File: config.mk
export PLATFORM = sky130hd
export DESIGN_NAME = int_receiver
export DESIGN_NICKNAME = d
export VERILOG_FILES = /design/src/rtl/int_receiver.sv
export SDC_FILE = /design/constraint.sdc
export NUM_CORES = 1
export LEC_CHECK = 0
export ABC_AREA = 1
export ABC_CLOCK_PERIOD_IN_PS = 1400
export CAP_MARGIN = 15
export CORE_AREA = 2 2 47 49
export DETAILED_ROUTE_END_ITERATION = 6
export DIE_AREA = 0 0 49 51
export PLACE_DENSITY = 0.57
export SETUP_SLACK_MARGIN = 0.4
export SYNTH_ARGS = -nofsm -noshare
export SYNTH_HDL_FRONTEND = slang
export SYNTH_SLANG_ARGS = --single-unit
File: constraint.sdc
create_clock -name CLK -period 1.4 [get_ports CLK]
set_input_delay 0.21 -clock CLK [delete_from_list [all_inputs] [get_ports CLK]]
set_output_delay 0.21 -clock CLK [all_outputs]
set_load 0.02 [all_outputs]
File: src/rtl/int_receiver.sv
// Interrupt receiver: edge-detects request lines into pending bits, arbitrates
// one prioritised request to the CPU and runs the ACK/RETI handshake.
//
// state   | meaning
// --------+-------------------------------------------------------------
// IDLE    | no request outstanding; arbitrates when IE=1 and pending
// REQ     | INTR asserted with VECTOR held; waits for INT_ACK or CLI
// SERVICE | CPU is in the ISR; IE saved, waits for RETI
module int_receiver #(
  parameter int NUM_SRC = 4,
  parameter int VEC_W   = 2
) (
  input  logic               CLK,
  input  logic               RST,
  input  logic [NUM_SRC-1:0] INT_REQ,
  input  logic               SEI,
  input  logic               CLI,
  input  logic               INT_ACK,
  input  logic               RETI,
  output logic               INTR,
  output logic [VEC_W-1:0]   VECTOR,
  output logic               IE,
  output logic               IN_ISR,
  output logic [NUM_SRC-1:0] PENDING,
  output logic               OVERRUN
);

  typedef enum logic [1:0] {S_IDLE, S_REQ, S_SERVICE} state_t;

  state_t             state, state_nxt;
  logic [NUM_SRC-1:0] prev;
  logic [NUM_SRC-1:0] edge_det;
  logic [NUM_SRC-1:0] clr_mask;
  logic [VEC_W-1:0]   pri_idx;
  logic               saved_ie;
  logic               ie_strobe;
  logic               arb;
  logic               take_ack;
  logic               take_reti;

  always_comb begin
    edge_det  = INT_REQ & ~prev;
    // CLI wins over SEI when both strobe together
    ie_strobe = CLI ? 1'b0 : (SEI ? 1'b1 : IE);
  end

  // lowest index wins, so scan from the top down
  always_comb begin
    pri_idx = '0;
    for (int i = NUM_SRC - 1; i >= 0; i--) begin
      if (PENDING[i]) pri_idx = VEC_W'(i);
    end
  end

  always_comb begin
    clr_mask = '0;
    for (int i = 0; i < NUM_SRC; i++) begin
      clr_mask[i] = take_ack && (VECTOR == VEC_W'(i));
    end
  end

  always_ff @(posedge CLK) begin
    if (RST) state <= S_IDLE;
    else     state <= state_nxt;
  end

  always_comb begin
    state_nxt = state;
    case (state)
      S_IDLE:    if (arb) state_nxt = S_REQ;
      S_REQ: begin
        if (INT_ACK)  state_nxt = S_SERVICE;
        else if (CLI) state_nxt = S_IDLE;
      end
      S_SERVICE: if (RETI) state_nxt = S_IDLE;
      default:   state_nxt = S_IDLE;
    endcase
  end

  always_comb begin
    INTR      = (state == S_REQ);
    IN_ISR    = (state == S_SERVICE);
    arb       = (state == S_IDLE) && IE && !CLI && (|PENDING);
    take_ack  = (state == S_REQ) && INT_ACK;
    take_reti = (state == S_SERVICE) && RETI;
  end

  always_ff @(posedge CLK) begin
    if (RST) begin
      prev     <= '0;
      PENDING  <= '0;
      OVERRUN  <= 1'b0;
      IE       <= 1'b0;
      saved_ie <= 1'b0;
      VECTOR   <= '0;
    end else begin
      prev <= INT_REQ;
      // a new edge beats the acknowledge clear on the same bit
      PENDING <= (PENDING & ~clr_mask) | edge_det;
      if (|(edge_det & PENDING & ~clr_mask)) OVERRUN <= 1'b1;
      if (arb) VECTOR <= pri_idx;
      if (take_ack) begin
        saved_ie <= ie_strobe;
        IE       <= 1'b0;
      end else if (take_reti) begin
        IE <= saved_ie;
      end else begin
        IE <= ie_strobe;
      end
    end
  end

endmodule

==> flow_metrics.tcl, run 1 <==
set metrics [dict create \
    ant_nets 0 \
    yosysWarnings 0 \
    final_common_cell "nand2_1" \
    antenna_cells 0 \
    final_cell_mix "20 x nand2_1, 17 x inv_1, 14 x nor2_1" \
    layout.nets 145 \
    overflow 0 \
    r2r-end "OVERRUN" \
    hold_class "in2reg" \
    tns_ns 0 \
    hold_viol 0 \
    crit_fanout 2 \
    yosysSeqAreaShare_pct 44.9 \
    r2r_cells 7 \
    cts_root_buf "clkbuf_4" \
    skew_ns 0.00391 \
    ir_worst_vdd_uv 565 \
    whs_path_depth 3 \
    grt_pass1_wl_mm 2.53 \
    worstPathRequired_ns 1.19 \
    utilization_pct 53.7 \
    grtUsageTotal_pct 13.8 \
    drt_wl_total_mm 1.58 \
    viasPerCell 4.44 \
    synth_top_area_cell "dfxtp_1" \
    max_freq_ghz 0.859 \
    tightest_slew_ns 0.182 \
    num_rows 17 \
    hp-start "INT_REQ[0]" \
    period_share_pct 83.1 \
    timing.slew.headroom_pct 87.9 \
    crit_type "reg2out" \
    setup_ws_ns 0.236 \
    io_pins 20 \
    clock-sinks 15 \
    drive_above_1_share_pct 38.8 \
    finalSetupViolations 0 \
    vias 720 \
    end_kind "primary output" \
    wl_per_cell_um 9.75 \
    slew_violations 0 \
    p_leak_nw 0.488 \
    synth_top_cells_by_area "dfxtp_1 45%, nand2_1 13%, inv_1 11%" \
    drc_errors 0 \
    die_y_um 51 \
    cp-start-kind "flop" \
    synth_cell_types 13 \
    rsz0062_at_grt "true" \
    clk_pin_slew_worst_paths_ns 0.09 \
    syn_nets 110 \
    pre_cts_ws_ns 0.0313 \
    arrival_ns 0.95 \
    clock_latency_ns 0.28 \
    synthesis.area_um2 669 \
    grt_max_degree 9 \
    first_pass_iters 4 \
    clk_path_buf_depth 2 \
    synthToLayoutAreaGrowth_pct 65.4 \
    synth_cells 100 \
    cts_max_level 1 \
    hold_buffers 0 \
    power_density_mw_per_mm2 807 \
    hpwl_mm 1.18 \
    period_minus_slack_ns 1.16 \
    cts_buffers 3 \
    core_area_mm2 0.00206 \
    io_buffers 19 \
    syn_avg_cell_area_um2 6.69 \
    gp_congestion 0.794 \
    start_util_pct 32.4 \
    antenna_found_initial 0 \
    min_to "prev[0]" \
    dieArea_mm2 0.00250 \
    die_x_um 49 \
    synth-seq-cells 15 \
    tritoncts "done" \
    grt_pass1_vias 640 \
    max_cap_viol_count 0 \
    drt_iter0_drc 4 \
    rr_startpoint "state[1]" \
    ff2ff_setup_slack_ns 0.26 \
    status "complete, no violations" \
    synth_top_area_share_pct 44.9 \
]
## critical path: stages (launching register included)
cell,delay (ns)
dfxtp_2,0.37
inv_2,0.06
nor2_4,0.12
buf_6,0.12
## what timing repair did
action / in CTS / in global routing
resized for setup: 78 / 12
setup endpoints to repair: 19 / 21
pin swaps: 7 / 4
setup buffers: 3 / 2
endpoints found under the hold margin: 0 / 0
## layout make-up
cell class / count / area [um^2]
clock buffers: 4 / 26.3
fillers: 219 / 956
inverters: 19 / 73.8
multi-input cells: 65 / 353
flip-flops and latches: 15 / 319
well taps: 28 / 35.0
repair buffers: 31 / 300
## flip-flops by register name, summed over array words and instances (netlist names)
| name | flops |
|---|---|
| IE | 1 |
| OVERRUN | 1 |
| PENDING | 4 |
| VECTOR | 2 |
| prev | 4 |
| saved_ie | 1 |
| state | 2 |
## synth_stat cells, drive strengths merged
master,n
nor2,18
nand4,2
clkbuf,1
inv,19
a21oi,10
nand2,23
or2,1
nand3,6
o21ai,5
dfxtp,15
## power breakdown
| part | leakage [nW] | total [W] | switching, W | internal (W) |
|---|---|---|---|---|
| clock | 0.0150 | 0.000245 | 0.000135 | 0.000111 |
| combinational | 0.345 | 0.000184 | 0.0000924 | 0.0000913 |
| sequential | 0.128 | 0.000465 | 0.0000174 | 0.000448 |
## per-layer routing
layer | part of all wire (%) | global-route usage [%] | wire, um
met5 | 0 | 0 | 0
met3 | 5.1 | 4.09 | 81
met4 | 2.8 | 10.0 | 44
met1 | 42 | 14.7 | 668
met2 | 50 | 23.5 | 785
## worst max path at each step
stage / cells after the start / start / slack, ns / end
floorplan: 7 / state[0] / 0.32 / OVERRUN
global placement: 6 / INT_ACK / 0.005 / OVERRUN
detailed placement: 6 / INT_ACK / 0.03 / OVERRUN
CTS: 3 / state[1] / 0.24 / IN_ISR
global route: 8 / state[0] / 0.18 / OVERRUN
finish: 3 / state[1] / 0.24 / IN_ISR
## cell families after synthesis
group,count (synthesis),synth area share (%)
AND/OR/NAND/NOR,50,32.1
buffers and inverters,20,11.2
flip-flops,15,44.9
AO/OA/AOI/OAI,15,11.8
## per-stage QoR
stage	area, um^2	total power [W]	hold slack, ns	instances
final	1110	0.000894	0.458	162
after global routing	1110	0.000948	0.466	162
after CTS	1050	0.000891	0.456	160
after detailed placement	953	0.000638	0.462	153
after global placement	953	0.000637	0.461	153
after floorplan	679	0.000554	0.279	100
(Power assumes the default switching activity.)
==> run 2: changes to the inputs <==
--- a/config.mk
+++ b/config.mk
@@ -6,12 +6,12 @@
 export NUM_CORES = 1
 export LEC_CHECK = 0
 export ABC_AREA = 1
-export ABC_CLOCK_PERIOD_IN_PS = 1400
+export ABC_CLOCK_PERIOD_IN_PS = 1000
 export CAP_MARGIN = 15
 export CORE_AREA = 2 2 47 49
 export DETAILED_ROUTE_END_ITERATION = 6
 export DIE_AREA = 0 0 49 51
-export PLACE_DENSITY = 0.57
+export PLACE_DENSITY = 0.59
 export SETUP_SLACK_MARGIN = 0.4
 export SYNTH_ARGS = -nofsm -noshare
 export SYNTH_HDL_FRONTEND = slang
==> constraint.sdc (replaced) <==
create_clock -name CLK -period 1 [get_ports CLK]
set_input_delay 0.15 -clock CLK [delete_from_list [all_inputs] [get_ports CLK]]
set_output_delay 0.15 -clock CLK [all_outputs]
set_load 0.02 [all_outputs]
==> flow_metrics.tcl, run 2 (same netlist as run 1, synthesis figures left out) <==
set metrics [dict create \
    status "finished, violations left" \
    violations "setup timing" \
    grtUsageTotal_pct 14.8 \
    tritoncts "done" \
    cp-startpoint "state[0]" \
    slew_violations 0 \
    cp-start-kind "flop" \
    period_share_pct 111 \
    viasPerCell 4.45 \
    grt_max_degree 9 \
    gp_congestion 0.763 \
    setup_ws_ns -0.114 \
    antenna_found_initial 0 \
    drive_above_1_share_pct 49.0 \
    crit_fanout 4 \
    arrival_ns 1.30 \
    crit_type "reg2reg" \
    io_buffers 19 \
    rr_startpoint "state[0]" \
    vias 778 \
    drt_iter0_drc 12 \
    max_freq_ghz 0.897 \
    hold_class "in2reg" \
    dieArea_mm2 0.00250 \
    hpwl_mm 1.28 \
    tightest_slew_ns 0.193 \
    layout.nets 158 \
    max_cap_viol_count 0 \
    io_pins 20 \
    wl_per_cell_um 10.0 \
    drt_wl_total_mm 1.76 \
    hold_buffers 0 \
    skew_ns 0.00759 \
    ir_worst_vdd_uv 663 \
    core_area_mm2 0.00206 \
    grt_pass1_vias 699 \
    start_util_pct 32.4 \
    grt_pass1_wl_mm 2.78 \
    antenna_cells 0 \
    final_cell_mix "19 x nand2_1, 18 x buf_4, 17 x buf_6" \
    end_kind "flop" \
    num_rows 17 \
    rsz0062_at_grt "true" \
    clock-sinks 15 \
    cts_buffers 3 \
    overflow 0 \
    period_minus_slack_ns 1.11 \
    ant_nets 0 \
    die_x_um 49 \
    finalSetupViolations 13 \
    first_pass_iters 5 \
    dp_cells 165 \
    power_density_mw_per_mm2 1040 \
    reg_top3 "PENDING (4), prev (4)" \
    hp-start "RST" \
    hold_viol 0 \
    drc_errors 0 \
    timing.slew.headroom_pct 87.1 \
    final_common_cell "nand2_1" \
    p_leak_nw 0.565 \
    clk_path_buf_depth 2 \
    cts_root_buf "clkbuf_4" \
    clock_latency_ns 0.28 \
    die_y_um 51 \
    cts_max_level 1 \
    final_cells 175 \
    synthToLayoutAreaGrowth_pct 86.9 \
    worstPathRequired_ns 1.18 \
    clk_pin_slew_worst_paths_ns 0.09 \
    fin_hold_ws_ns 0.327 \
]
[run 2: metrics by stage]
| stage | TNS [ns] | setup WS, ns | total power [W] | area (um^2) | util (%) |
|---|---|---|---|---|---|
| 2_1_floorplan | -0.0816 | -0.0816 | 0.000782 | 697 | - |
| 3_3_place_gp | -2.74 | -0.305 | 0.000933 | 1060 | 51.4 |
| 3_5_place_dp | -2.86 | -0.322 | 0.000936 | 1060 | 51.4 |
| 4_1_cts | -0.587 | -0.102 | 0.00130 | 1180 | 57.2 |
| 5_1_grt | -1.46 | -0.206 | 0.00138 | 1250 | 60.6 |
| 6_report | -0.745 | -0.114 | 0.00131 | 1250 | 60.6 |
[run 2: area by class of cell]
type,count,area (um^2)
flip-flops and latches,15,319
repair buffers,44,415
well taps,28,35.0
inverters,19,78.8
clock buffers,4,26.3
multi-input cells,65,377
fillers,196,812
[run 2: path summary, 6_finish.rpt]
kind | cells after the start | endpoint | slack (ns)
setup / recovery | 7 | VECTOR[0] | -0.11
hold / removal | 3 | PENDING[3] | 0.33
setup reg to reg | 7 | VECTOR[0] | -0.11
hold reg to reg | 2 | saved_ie | 0.49
[run 2: timing repair]
action	in CTS	in global routing
pin swaps	6	6
setup buffers	4	2
endpoints found under the setup margin	25	21
gates resized for setup	77	15
[run 2: power by group]
part | switching, W | internal (W) | total (W)
combinational | 0.000152 | 0.000166 | 0.000318
clock | 0.000187 | 0.000155 | 0.000342
sequential | 0.0000196 | 0.000627 | 0.000647
total | 0.000359 | 0.000948 | 0.00131
[run 2: routing by layer]
layer | vias up | track usage (%) | part of all wire [%]
met1 | 351 | 15.6 | 42
met4 | 0 | 10.0 | 2.3
met2 | 19 | 27.9 | 52
li1 | 404 | - | -
met5 | - | 0 | 0
met3 | 4 | 1.46 | 3.6
[run 2: critical path, cell delays in order, from the launching register on]
cell and delay (ns):
dfxtp_4 0.37, inv_4 0.06, buf_4 0.10, nand3_2 0.08, nor2_4 0.13, o21ai_4 0.09, nor2_1 0.12, nor2_1 0.07
==> run 3: changes to the inputs <==
--- a/config.mk
+++ b/config.mk
@@ -9,6 +9,7 @@
 export ABC_CLOCK_PERIOD_IN_PS = 1000
 export CAP_MARGIN = 15
 export CORE_AREA = 2 2 47 49
+export CTS_CLUSTER_SIZE = 16
 export DETAILED_ROUTE_END_ITERATION = 6
 export DIE_AREA = 0 0 49 51
 export PLACE_DENSITY = 0.59
==> results of run 3 <==
The final DEF is identical to that of run 2; final timing and power are the same.
